`config.mk`:
```
export PLATFORM = sky130hd
export DESIGN_NAME = avion_cpu_v2
export DESIGN_NICKNAME = d
export VERILOG_FILES = /design/src/rtl/avion_cpu_v2.sv
export SDC_FILE = /design/constraint.sdc
export NUM_CORES = 1
export LEC_CHECK = 0
export CAP_MARGIN = 20
export CORE_MARGIN = 1
export CORE_UTILIZATION = 50
export DETAILED_ROUTE_END_ITERATION = 8
export GPL_TIMING_DRIVEN = 0
export PLACE_DENSITY = 0.7
export RECOVER_POWER = 50
export SETUP_SLACK_MARGIN = 0.2
export SKIP_LAST_GASP = 1
export SYNTH_ARGS = -nofsm -noshare
export SYNTH_HDL_FRONTEND = slang
export SYNTH_SLANG_ARGS = --single-unit
export TNS_END_PERCENT = 30
```
`constraint.sdc`:
```
create_clock -name clk -period 9.55 [get_ports clk]
set_input_delay 0.955 -clock clk [delete_from_list [all_inputs] [get_ports clk]]
set_output_delay 0.955 -clock clk [all_outputs]
set_load 0.01 [all_outputs]
```
`src/rtl/avion_cpu_v2.sv`:
```
// avion_cpu_v2: parametrised accumulator CPU driving a single-port RAM with one-cycle read latency.
// Define AVION_CPU_V2_DIV_EN to build the iterative divider (opcode 5); without it opcode 5 is illegal.
module avion_cpu_v2 #(
  parameter int ADDRESS_WIDTH = 6,
  parameter int DATA_WIDTH    = 10,
  parameter int OPCODE_WIDTH  = 4
) (
  input  logic                     clk,
  input  logic                     rst,
  input  logic [DATA_WIDTH-1:0]    MDROut,
  output logic [DATA_WIDTH-1:0]    MDRIn,
  output logic                     RAMWr,
  output logic [ADDRESS_WIDTH-1:0] MAR,
  output logic [ADDRESS_WIDTH-1:0] PC,
  output logic                     halted,
  output logic                     carry,
  output logic                     zero,
  output logic                     div_zero,
  output logic                     illegal
);
  if (DATA_WIDTH != OPCODE_WIDTH + ADDRESS_WIDTH) begin : g_width_check
    $error("avion_cpu_v2: DATA_WIDTH must equal OPCODE_WIDTH + ADDRESS_WIDTH");
  end

  typedef logic [OPCODE_WIDTH-1:0] op_t;
  localparam op_t OP_LOD = op_t'(0);
  localparam op_t OP_STO = op_t'(1);
  localparam op_t OP_ADD = op_t'(2);
  localparam op_t OP_SUB = op_t'(3);
  localparam op_t OP_MUL = op_t'(4);
  localparam op_t OP_DIV = op_t'(5);
  localparam op_t OP_JMP = op_t'(6);
  localparam op_t OP_JMZ = op_t'(7);
  localparam op_t OP_NOP = op_t'(8);
  localparam op_t OP_HLT = op_t'(9);
  localparam op_t OP_AND = op_t'(10);
  localparam op_t OP_OR  = op_t'(11);
  localparam op_t OP_XOR = op_t'(12);
  localparam op_t OP_JMC = op_t'(13);
  localparam op_t OP_NOT = op_t'(14);

  typedef enum logic [2:0] {
    S_FETCH, S_DECODE, S_EXEC_A, S_EXEC_B, S_HALT
`ifdef AVION_CPU_V2_DIV_EN
    , S_DIV
`endif
  } state_t;

  state_t                   state;
  logic [DATA_WIDTH-1:0]    ir, acc;
  op_t                      opcode;
  logic [ADDRESS_WIDTH-1:0] operand;
  logic                     mem_op;
  logic [DATA_WIDTH:0]      sum, diff;
  logic [2*DATA_WIDTH-1:0]  prod;

  assign opcode  = ir[DATA_WIDTH-1 -: OPCODE_WIDTH];
  assign operand = ir[ADDRESS_WIDTH-1:0];
  assign sum     = {1'b0, acc} + {1'b0, MDROut};
  assign diff    = {1'b0, acc} - {1'b0, MDROut};
  assign prod    = {{DATA_WIDTH{1'b0}}, acc} * {{DATA_WIDTH{1'b0}}, MDROut};
  assign halted  = (state == S_HALT);
  assign zero    = (acc == '0);

  always_comb begin
    mem_op = 1'b0;
    case (opcode)
      OP_LOD, OP_STO, OP_ADD, OP_SUB, OP_MUL, OP_AND, OP_OR, OP_XOR: mem_op = 1'b1;
`ifdef AVION_CPU_V2_DIV_EN
      OP_DIV: mem_op = 1'b1;
`endif
      default: mem_op = 1'b0;
    endcase
  end

`ifdef AVION_CPU_V2_DIV_EN
  localparam int CNT_W = $clog2(DATA_WIDTH + 1);
  logic [DATA_WIDTH-1:0] dvsr, rem, rem_nxt;
  logic [CNT_W-1:0]      cnt;
  logic [DATA_WIDTH:0]   rem_sh, rem_sub;
  logic                  q_bit;

  // Dividend shifts out of ACC's MSB while quotient bits shift in at the LSB.
  assign rem_sh  = {rem, acc[DATA_WIDTH-1]};
  assign rem_sub = rem_sh - {1'b0, dvsr};
  assign q_bit   = ~rem_sub[DATA_WIDTH];
  assign rem_nxt = q_bit ? rem_sub[DATA_WIDTH-1:0] : rem_sh[DATA_WIDTH-1:0];
`endif

  // RAM strobes are gated by reset so a write in flight drops the moment reset asserts.
  always_comb begin
    MAR   = '0;
    MDRIn = '0;
    RAMWr = 1'b0;
    if (rst) begin
      case (state)
        S_FETCH:  MAR = PC;
        S_EXEC_A: if (mem_op) MAR = operand;
        S_EXEC_B: if (opcode == OP_STO) begin
          MAR   = operand;
          MDRIn = acc;
          RAMWr = 1'b1;
        end
        default: ;
      endcase
    end
  end

  always_ff @(posedge clk or negedge rst) begin
    if (!rst) begin
      state    <= S_FETCH;
      PC       <= '0;
      ir       <= '0;
      acc      <= '0;
      carry    <= 1'b0;
      div_zero <= 1'b0;
      illegal  <= 1'b0;
`ifdef AVION_CPU_V2_DIV_EN
      dvsr     <= '0;
      rem      <= '0;
      cnt      <= '0;
`endif
    end else begin
      case (state)
        S_FETCH: state <= S_DECODE;
        S_DECODE: begin
          ir    <= MDROut;
          PC    <= PC + ADDRESS_WIDTH'(1);
          state <= S_EXEC_A;
        end
        S_EXEC_A: begin
          state <= S_FETCH;
          case (opcode)
            OP_JMP: PC <= operand;
            OP_JMZ: if (acc == '0) PC <= operand;
            OP_JMC: if (carry) PC <= operand;
            OP_NOP: ;
            OP_NOT: acc <= ~acc;
            OP_HLT: state <= S_HALT;
            default: begin
              if (mem_op) state <= S_EXEC_B;
              else begin
                illegal <= 1'b1;
                state   <= S_HALT;
              end
            end
          endcase
        end
        S_EXEC_B: begin
          state <= S_FETCH;
          case (opcode)
            OP_LOD: acc <= MDROut;
            OP_ADD: {carry, acc} <= sum;
            OP_SUB: {carry, acc} <= diff;
            OP_MUL: begin
              acc   <= prod[DATA_WIDTH-1:0];
              carry <= |prod[2*DATA_WIDTH-1:DATA_WIDTH];
            end
            OP_AND: acc <= acc & MDROut;
            OP_OR:  acc <= acc | MDROut;
            OP_XOR: acc <= acc ^ MDROut;
`ifdef AVION_CPU_V2_DIV_EN
            OP_DIV: begin
              if (MDROut == '0) begin
                acc      <= '1;
                carry    <= 1'b1;
                div_zero <= 1'b1;
              end else begin
                dvsr  <= MDROut;
                rem   <= '0;
                cnt   <= CNT_W'(DATA_WIDTH);
                state <= S_DIV;
              end
            end
`endif
            default: ;
          endcase
        end
`ifdef AVION_CPU_V2_DIV_EN
        S_DIV: begin
          acc <= {acc[DATA_WIDTH-2:0], q_bit};
          rem <= rem_nxt;
          cnt <= cnt - CNT_W'(1);
          if (cnt == CNT_W'(1)) begin
            carry <= (rem_nxt != '0);
            state <= S_FETCH;
          end
        end
`endif
        S_HALT:  state <= S_HALT;
        default: state <= S_FETCH;
      endcase
    end
  end
endmodule

```
Word level (Yosys, flattened, before mapping)

Memory sizes are Yosys's and may differ from the RTL's.
Cells that the tools add are included.

Flip-flop bits (word level): 31
Bits in latches: 0
Bits in writable memories: 0
Memory bits (read-only): 16
Input port bits: 12
Output and inout port bits: 28
Word-level logic and storage cells: 73
Memories kept: 1

Add/sub/neg operators: 3
Multiply operators: 1
Div/mod/pow operators: 0
Magnitude comparators: 0
Equality and inequality tests: 22
Shift operators: 0
Multiplexer cells: 21
Bitwise logic cells: 6
Reductions and logical operators: 13

Memory list:

| name            | depth | width | read ports | clocked after Yosys merged registers in | write ports | line | RTL |
|---|---|---|---|---|---|---|---|
| (no name shown) | 16    | 1     | 1          | 0                                       | 0           | 67   | `case (opcode)` |

Operators by type and width:

| operator            | count |
|---|---|
| $pmux 10 s7         | 1 |
| $mux 10             | 4 |
| $pmux 6 s3          | 2 |
| $mux 6              | 5 |
| $eq 4x4->1 const B  | 7 |
| $mul 10x10->20      | 1 |
| $pmux 10 s2         | 1 |
| $eq 4x3->1 const B  | 3 |
| $pmux 3 s4          | 1 |
| $pmux 6 s2          | 1 |
| $add 10x10->11      | 1 |
| $sub 10x10->11      | 1 |
| $and 10x10->10      | 1 |
| $logic_not 10->1    | 1 |
| $not 10->10         | 1 |
| $or 10x10->10       | 1 |
| $reduce_or 10->1    | 1 |
| $xor 10x10->10      | 1 |
| $eq 4x2->1 const B  | 2 |
| $ne 8x8->1 const B  | 1 |
| $add 6x1->6 const B | 1 |
| $eq 3x2->1 const B  | 2 |
| $ne 3x3->1 const B  | 2 |
| $pmux 3 s2          | 1 |
| other kinds (18)    | 23 |

Depth between registers and ports, before layout

Gate-level depths: netlist (run 1).

Depth in word-level cells: 4
Mapped depth: 21
Mapped depth without buffers: 21

Least setup slack after synthesis (run 1)

Ideal clock, no wire load.

Path kind: in2reg
Start: in MDROut[1]
End: reg carry
Setup time: 131 ps
Data arrival time: 5712 ps
Data required time: 9419 ps
Slack: 3707 ps
Cell stages on the path: 19
Path buffers: 1
Path through: clkbuf_1 -> nand2_1 -> fa_1 -> inv_1 -> fa_1 -> inv_1 -> fa_1 -> fa_1 -> fa_1 -> inv_1 -> ha_1 -> a2111oi_0 -> o21ai_1 -> a41oi_1 -> o21ai_1 -> o31ai_2 -> o21ai_1 -> xnor2_1 -> a31oi_1

Cells in the longest elaborated chain, start to end: 3
Elaborated cells between the ends (all ways): 5
Those cells by class: add/sub: 2; mul: 1; mux: 1; reduce/logical: 1

Ends and longest elaborated chain:

| element              | line | RTL |
|---|---|---|
| start, declared      | 10   | `input logic [DATA_WIDTH-1:0] MDROut,` |
| $mul 10x10->20       | 61   | `assign prod = {{DATA_WIDTH{1'b0}}, acc} * {{DATA_WIDTH{1'b0}}, MDROut};` |
| $reduce_or 10->1     | 157  | `carry <= \|prod[2*DATA_WIDTH-1:DATA_WIDTH];` |
| $pmux 1 s3 (*)       | 151  | `case (opcode)` |
| end signal, assigned | 153  | `OP_ADD: {carry, acc} <= sum;` |
| end signal, assigned | 154  | `OP_SUB: {carry, acc} <= diff;` |
| end signal, assigned | 157  |  |
| end, declared        | 16   | `output logic carry,` |

Every way passes the cells marked *; elsewhere a longest branch is shown, timed or not.
A chain may end at the register's enable or synchronous reset.

Final worst setup path (run 1)

Same ends and word-level chain as after synthesis.

==> run_results.csv, run 1 <==
group,metric,value,unit
clock_network,postCtsSetupBuffers,0,
min_path,hp-class,"reg2reg",
yosys,synth_seq_cells,31,
routing,routed.top_layer,"met4",
critical_path,arrival,7.27,ns
layout,stdcell_count,996,
floorplan,die_area,0.0130,mm2
yosys,ys.flop_type,"dfrtp_1",
global_routing,grt_pass1_vias,5983,
flow_run,max-cap-violations,1,
critical_path,cp_top_family,"adder cells",
layout,antenna_cells,0,
floorplan,floorplan.initialDensity,0.518,
timing,hold_viol,0,
critical_path,cp-end-kind,"flop",
floorplan,rows,40,
clock_network,htreeDepth,2,
global_routing,grt_max_degree,34,
critical_path,critPathBufInv,5,
routing,drtPass1Iterations,5,
clock_network,clk_latency,0.28,ns
timing,finalCriticalPeriod,7.12,ns
critical_path,path_cells,"clkdlybuf4s50_1, clkbuf_1, nand2_1, fa_1, inv_1, fa_1, inv_1, fa_1, fa_1, fa_1, inv_1, ha_1, a2111oi_0, o21ai_1, a41oi_1, o21ai_1, xor2_1, nor4_1, a31oi_1",
clock_network,post_cts_resized,0,
critical_path,crit_top_cell,"fa_1",
timing,worst_pin_slew,1.92,ns
status,status,"finished, violations left",
yosys,synth_area,0.00628,mm2
floorplan,core-area,0.0121,mm2
yosys,syn-num-nets,944,
clock_network,path_clk_slew,0.06,ns
routing,met3_length,1540,um
status,violations,"capacitance limit, slew limit",
layout,layout_commonest_cell,"nand2_1",
floorplan,die_x,114,um
placement,place_inst,988,
floorplan,die_y,114,um
layout,syn2layout_area_growth,12.1,%
yosys,yosys_warnings,1,
global_routing,grt_pass1_wl,33000,um
min_path,hold_start,"illegal",
critical_path,crit_path_start_kind,"input pin",
timing,drv_slew,34,
routing,drt_wl_total,20300,um
global_routing,grt_usage,0.335,
critical_path,rr_endpoint,"carry",
global_routing,antenna_found_initial,0,
timing,setup_tns,0,ns
routing,drt_iter0_markers,533,
layout,final_util,0.581,
global_routing,grt-ovfl-total,0,
critical_path,reg2reg_from,"acc[7]",
layout,finalNetCount,989,
layout,layout-drive-gt1-share,0.0350,
critical_path,crit_type,"in2reg",
timing,max_freq,140,MHz
critical_path,reg2reg_slack,3.33,ns
routing,wl_met1,8930,um
placement,globalplace.congestion,0.985,
placement,portBuffers,38,
floorplan,io_pins,40,
routing,num_vias,5961,
layout,layout_common_cells,"100 x nand2_1, 98 x inv_1, 86 x ha_1, 74 x nor2_1, 64 x fa_1",
clock_network,cts_buffer_depth,2,
min_path,min_to,"illegal",
timing,fin_skew,0.0113,ns
layout,nFillCells,1156,
routing,wl_per_cell,20.4,um
critical_path,worstPathMaxFanout,9,
clock_network,cts_buffers,5,
routing,met2_length,9430,um
clock_network,postCtsHoldBufs,0,
yosys,synth_cell_types,68,
routing,drc,0,
clock_network,cts_tree,"built",
critical_path,slowest_stage,"clkdlybuf4s50_1",
timing,rsz0062_at_grt,"false",
yosys,synthCells,782,
placement,hpwl,16200,um
timing,post-route-period-util,0.746,
critical_path,slowest_delay,0.60,ns
clock_network,numClockSinks,31,
timing,setup_viol,0,
critical_path,reg2regPathDepth,18,
clock_network,root_buffer,"clkbuf_16",
timing,slew_headroom,-0.282,
routing,routed_via_density,5.98,
critical_path,required,9.69,ns
yosys,synthArstFlopShare,1.00,
min_path,min_path_cells,1,
yosys,synth-edff-count,0,
yosys,avgSynthCellArea,8.03,um2
yosys,yosysSeqAreaShare,0.124,
routing,ant_nets,0,
-- cell usage after synthesis (3+ instances only) --
library cell    n  share of area
a211oi_1        5         0.0060
nor3_1          9         0.0072
a22oi_1         8         0.0096
a2111oi_0       3         0.0042
mux2i_1         4         0.0064
ha_1           86           0.17
a21oi_1        34          0.027
o21ai_1        11         0.0088
clkbuf_1       25          0.015
a221o_1         4         0.0064
nand2_1       100          0.060
nor2b_1         3         0.0030
clkinv_1        3         0.0018
o21ai_0        52          0.041
a31oi_1         7         0.0070
and2_1          3         0.0030
a21o_1          6         0.0072
fa_1           64           0.20
dfrtp_1        31           0.12
buf_1           5         0.0030
nand3_1        18          0.014
nand4_1         4         0.0040
inv_1          98          0.059
xnor2_1        17          0.024
or4_1           3         0.0036
o211ai_1        4         0.0048
nor4_1         11          0.011
xor2_1          4         0.0056
a221oi_1        7         0.0098
mux2_2          4         0.0072
o211a_1         3         0.0048
buf_2           4         0.0032
nand2b_1        8         0.0080
o21bai_1        4         0.0048
nor2_1         74          0.044
and3_1          3         0.0030
o21a_1          6         0.0072
o22ai_1         9         0.0090
-- worst max path at each step --
stage                     endpoint  cells past startpoint  slack [ns]  startpoint
after floorplan              carry                     19        3.71   MDROut[1]
after global placement       carry                     19        2.16   MDROut[1]
after detailed placement     carry                     19        2.10   MDROut[1]
after CTS                    carry                     19        2.34   MDROut[1]
after global routing         carry                     19        1.98   MDROut[1]
final                        carry                     19        2.43   MDROut[1]
-- kinds of logic after synthesis --
group	after synthesis	synth area share
AO/OA/AOI/OAI	182	0.186
XOR/XNOR	21	0.0293
adder cells (fa/ha/maj)	150	0.376
buffers and inverters	138	0.0863
flip-flops	31	0.124
multiplexers	8	0.0136
other	1	0.000598
AND/OR/NAND/NOR	251	0.185
-- flip-flops by register name (all words and copies together), names as in the netlist --
name     cells
illegal      1
ir          10
state        3
PC           6
acc         10
carry        1
-- per-layer routing --
| metal | up-vias | GRT usage |
|---|---|---|
| met4 | 0 | 0.0823 |
| met1 | 2930 | 0.480 |
| met3 | 40 | 0.0340 |
| li1 | 2751 | - |
| met5 | - | 0 |
| met2 | 240 | 0.543 |
-- metrics by stage --
stage	worst slack [ns]	hold WS, ns	instance area (um2)
after floorplan	3.71	0.472	6280
after global placement	2.16	0.463	6870
after detailed placement	2.10	0.470	6860
after CTS	2.34	0.486	7040
after global routing	1.98	0.510	7030
final	2.43	0.475	7030
-- final cells by class --
type,instances,area (um2),share of cell area
Multi-Input combinational cell,613,4960,0.705
Sequential cell,31,776,0.110
Inverter,101,379,0.0539
Timing Repair Buffer,38,374,0.0532
Tap cell,168,210,0.0299
Buffer,37,163,0.0231
Clock buffer,6,139,0.0197
Clock inverter,2,35.0,0.00498
Power of run 1 is not shown: default switching activity piles up to over one toggle a cycle in this logic, so the estimate is an artifact.
==> run 2: changes to the inputs <==
clock period = 6.95 ns   (was 9.55 ns; I/O delays follow)
==> run_results.csv, run 2 (same netlist as run 1, synthesis figures left out) <==
group,metric,value,unit
critical_path,arrival,6.71,ns
layout,largestRegisters,"acc x10, ir x10, PC x6",
critical_path,slowest_stage,"fa_1",
routing,num_vias,5962,
placement,post-place-ws,-0.241,ns
timing,worst_pin_slew,1.94,ns
clock_network,cts_buffer_depth,2,
routing,routed_via_density,5.99,
global_routing,grt_pass1_vias,5983,
timing,fin_hold_ws,0.475,ns
placement,globalplace.congestion,0.985,
timing,finalCriticalPeriod,6.56,ns
routing,drt_wl_total,20400,um
layout,syn2layout_area_growth,12.7,%
clock_network,clk_latency,0.28,ns
min_path,hp-class,"reg2reg",
critical_path,critPathBufInv,5,
floorplan,die_x,114,um
clock_network,cts_tree,"built",
flow_run,max-cap-violations,1,
floorplan,floorplan.initialDensity,0.518,
timing,fin_skew,0.0121,ns
layout,stdcell_count,996,
layout,antenna_cells,0,
timing,max_freq,152,MHz
critical_path,slowest_delay,0.55,ns
timing,setup_ws,0.391,ns
clock_network,htreeDepth,2,
critical_path,cp-end-kind,"flop",
critical_path,crit_path_start_kind,"input pin",
critical_path,worstPathMaxFanout,9,
status,status,"finished, violations left",
placement,portBuffers,38,
timing,rsz0062_at_grt,"false",
clock_network,postCtsSetupBuffers,0,
floorplan,die_y,114,um
clock_network,path_clk_slew,0.05,ns
critical_path,crit_top_cell,"fa_1",
routing,drt_iter0_markers,601,
timing,slew_headroom,-0.295,
layout,layout_common_cells,"100 x nand2_1, 96 x inv_1, 86 x ha_1, 74 x nor2_1, 64 x fa_1",
critical_path,cp_top_family,"adder cells",
layout,finalNetCount,989,
timing,setup_viol,0,
status,violations,"capacitance limit, slew limit",
global_routing,antenna_found_initial,0,
timing,hold_viol,0,
floorplan,rows,40,
clock_network,numClockSinks,31,
placement,hpwl,16200,um
critical_path,required,7.10,ns
routing,wl_per_cell,20.5,um
layout,layout-drive-gt1-share,0.0459,
clock_network,postCtsHoldBufs,0,
routing,ant_nets,0,
routing,drc,0,
routing,drtPass1Iterations,6,
clock_network,root_buffer,"clkbuf_16",
floorplan,io_pins,40,
floorplan,die_area,0.0130,mm2
critical_path,crit_type,"in2reg",
global_routing,grt_pass1_wl,33000,um
critical_path,path_cells,"clkdlybuf4s50_1, clkbuf_1, nand2_1, fa_1, inv_1, fa_1, inv_1, fa_1, fa_1, fa_1, inv_1, ha_1, a2111oi_1, o21ai_1, a41oi_2, o21ai_1, xor2_1, nor4_2, a31oi_1",
global_routing,grt_usage,0.335,
global_routing,grt_max_degree,34,
clock_network,cts_buffers,5,
timing,post-route-period-util,0.944,
placement,place_inst,988,
floorplan,core-area,0.0121,mm2
global_routing,grt-ovfl-total,0,
timing,drv_slew,34,
layout,layout_commonest_cell,"nand2_1",
==> run 2: cell types whose count changed in the layout (fill, tap and decap cells not counted), moves of 2 or more <==
cell             change
clkdlybuf4s50_1      +4
dlygate4sd3_1        -4
clkbuf_1             -3
a2111oi_0            -2
clkbuf_2             +2
clkinvlp_4           +2
inv_1                -2
==> run 2: path summary, 6_finish.rpt <==
check,startpoint,to,slack [ns],cells past startpoint
min in group asynchronous,rst,acc[1],0.95,1
min,illegal,illegal,0.47,1
max reg2reg,acc[7],carry,0.87,18
min reg2reg,illegal,illegal,0.47,1
max,MDROut[2],carry,0.39,19
max in group asynchronous,rst,PC[4],4.88,1
==> run 2: what timing repair did <==
| item | CTS | global route |
|---|---|---|
| hold endpoints to repair | 0 | 0 |
| resized for setup | 1 | 17 |
| endpoints found under the setup margin | 1 | 1 |
==> run 2: through the flow <==
stage | setup TNS [ns] | util | area, um2
after floorplan | 0 | - | 6280
after global placement | -0.181 | 0.567 | 6870
after detailed placement | -0.241 | 0.567 | 6860
after CTS | 0 | 0.581 | 7040
after global routing | 0 | 0.584 | 7070
final | 0 | 0.584 | 7070
==> run 2: area by class of cell <==
type,count,area (um2)
Tap cell,168,210
Clock buffer,6,139
Multi-Input combinational cell,613,4980
Inverter,101,387
Timing Repair Buffer,38,374
Sequential cell,31,776
Buffer,37,169
Fill cell,1155,5040
Clock inverter,2,35.0
==> run 2: routing by layer <==
layer / GRT usage / part of all wire / routed length, um
met1: 0.480 / 0.43 / 8840
met2: 0.543 / 0.47 / 9610
met3: 0.0340 / 0.079 / 1600
met4: 0.0823 / 0.018 / 358
met5: 0 / 0 / 0
==> run 2: worst register-to-register path: stages, from the launching register on <==
cell and delay, ns:
dfrtp_1 0.44, clkbuf_1 0.46, nand2_1 0.17, fa_1 0.58, inv_1 0.06, fa_1 0.51, inv_1 0.06, fa_1 0.55
fa_1 0.43, fa_1 0.50, inv_1 0.04, ha_1 0.34, a2111oi_1 0.43, o21ai_1 0.19, a41oi_2 0.34, o21ai_1 0.18
xor2_1 0.18, nor4_2 0.37, a31oi_1 0.13
Power of run 2 is left out for the same reason.
==> run 3: changes to the inputs <==
CTS_BUF_LIST = sky130_fd_sc_hd__clkbuf_4 sky130_fd_sc_hd__clkbuf_8   (was default)
GPL_ROUTABILITY_DRIVEN = 1   (was default)
==> run_results.csv, run 3 (same netlist as run 1, synthesis figures left out) <==
group,metric,value,unit
clock_network,cts_buffer_depth,2,
min_path,hp-class,"reg2reg",
global_routing,grt_max_degree,34,
layout,final_util,0.579,
placement,hpwl,16200,um
timing,fin_hold_ws,0.480,ns
floorplan,die_x,114,um
layout,syn2layout_area_growth,11.8,%
clock_network,postCtsSetupBuffers,0,
clock_network,post_cts_resized,1,
routing,wl_per_cell,20.6,um
status,status,"finished, violations left",
timing,rsz0062_at_grt,"false",
global_routing,antenna_found_initial,0,
placement,post-place-ws,-0.241,ns
clock_network,htreeDepth,2,
layout,layout-drive-gt1-share,0.0459,
floorplan,rows,40,
floorplan,floorplan.initialDensity,0.518,
layout,layout_common_cells,"100 x nand2_1, 96 x inv_1, 86 x ha_1, 74 x nor2_1, 64 x fa_1",
timing,setup_viol,0,
layout,layout_commonest_cell,"nand2_1",
timing,finalCriticalPeriod,6.53,ns
routing,drtPass1Iterations,5,
critical_path,slowest_stage,"fa_1",
timing,slew_headroom,-0.288,
clock_network,postCtsHoldBufs,0,
global_routing,grt_pass1_wl,33100,um
clock_network,clk_latency,0.30,ns
placement,globalplace.congestion,0.985,
clock_network,cts_tree,"built",
routing,drc,0,
critical_path,critPathBufInv,5,
global_routing,grt_pass1_vias,6005,
clock_network,numClockSinks,31,
layout,nFillCells,1163,
routing,ant_nets,0,
timing,setup_ws,0.424,ns
routing,num_vias,6032,
timing,drv_slew,34,
clock_network,path_clk_slew,0.08,ns
floorplan,die_y,114,um
placement,portBuffers,38,
critical_path,crit_type,"in2reg",
critical_path,required,7.11,ns
critical_path,path_cells,"clkdlybuf4s50_1, clkbuf_1, nand2_1, fa_1, inv_1, fa_1, inv_1, fa_1, fa_1, fa_1, inv_1, ha_1, a2111oi_1, o21ai_1, a41oi_2, o21ai_1, xor2_1, nor4_2, a31oi_1",
timing,setup_tns,0,ns
critical_path,crit_path_start_kind,"input pin",
routing,drt_wl_total,20500,um
critical_path,worstPathMaxFanout,9,
status,violations,"capacitance limit, slew limit",
layout,largestRegisters,"acc x10, ir x10, PC x6",
flow_run,max-cap-violations,1,
timing,post-route-period-util,0.939,
clock_network,cts_buffers,5,
critical_path,crit_top_cell,"fa_1",
floorplan,core-area,0.0121,mm2
critical_path,arrival,6.69,ns
timing,max_freq,153,MHz
timing,hold_viol,0,
global_routing,grt-ovfl-total,0,
routing,drt_iter0_markers,603,
clock_network,root_buffer,"clkbuf_8",
floorplan,die_area,0.0130,mm2
layout,finalNetCount,989,
layout,antenna_cells,0,
critical_path,cp_top_family,"adder cells",
routing,routed_via_density,6.06,
critical_path,slowest_delay,0.55,ns
critical_path,cp-end-kind,"flop",
timing,worst_pin_slew,1.93,ns
floorplan,io_pins,40,
global_routing,grt_usage,0.335,
timing,fin_skew,0.0157,ns
## run 3: cell count changes in the layout (fill, tap and decap cells not counted)
cell / before / now
clkbuf_16: 5 / 0
clkbuf_8: 1 / 6
clkdlybuf4s50_1: 32 / 33
dlygate4sd3_1: 5 / 4
## run 3: final timing paths
| kind | slack, ns | cells after the start | start | to |
|---|---|---|---|---|
| hold / removal | 0.48 | 1 | illegal | illegal |
| setup / recovery | 0.42 | 19 | MDROut[2] | carry |
| setup reg to reg | 0.88 | 18 | acc[7] | carry |
| min in group asynchronous | 0.92 | 1 | rst | acc[1] |
| max in group asynchronous | 4.90 | 1 | rst | PC[3] |
| hold reg to reg | 0.48 | 1 | illegal | illegal |
## run 3: cell type report
cell class / instances / area (um2) / share of cell area
flip-flops and latches: 31 / 776 / 0.111
inverters: 101 / 387 / 0.0551
clock inverters: 2 / 35.0 / 0.00499
well taps: 168 / 210 / 0.0300
multi-input cells: 613 / 4980 / 0.710
repair buffers: 38 / 374 / 0.0533
plain buffers: 37 / 169 / 0.0241
clock buffers: 6 / 82.6 / 0.0118
## run 3: through the flow
step,instance area (um2),cells
after floorplan,6280,782
after global placement,6870,988
after detailed placement,6860,988
after CTS,6980,996
after global routing,7020,996
final,7020,996
## run 3: layer usage
layer / global-route usage / up-vias / share of wire
li1: - / 2755 / -
met1: 0.480 / 2972 / 0.44
met2: 0.547 / 267 / 0.47
met3: 0.0313 / 38 / 0.075
met4: 0.0797 / 0 / 0.020
met5: 0 / - / 0
## run 3: worst register-to-register path: stages (launching register included)
cell and delay [ns]:
dfrtp_1 0.44, clkbuf_1 0.45, nand2_1 0.16, fa_1 0.58, inv_1 0.06, fa_1 0.51
inv_1 0.06, fa_1 0.55, fa_1 0.43, fa_1 0.50, inv_1 0.04, ha_1 0.34
a2111oi_1 0.43, o21ai_1 0.19, a41oi_2 0.34, o21ai_1 0.18, xor2_1 0.18, nor4_2 0.37
a31oi_1 0.13
Power of run 3 is left out for the same reason.
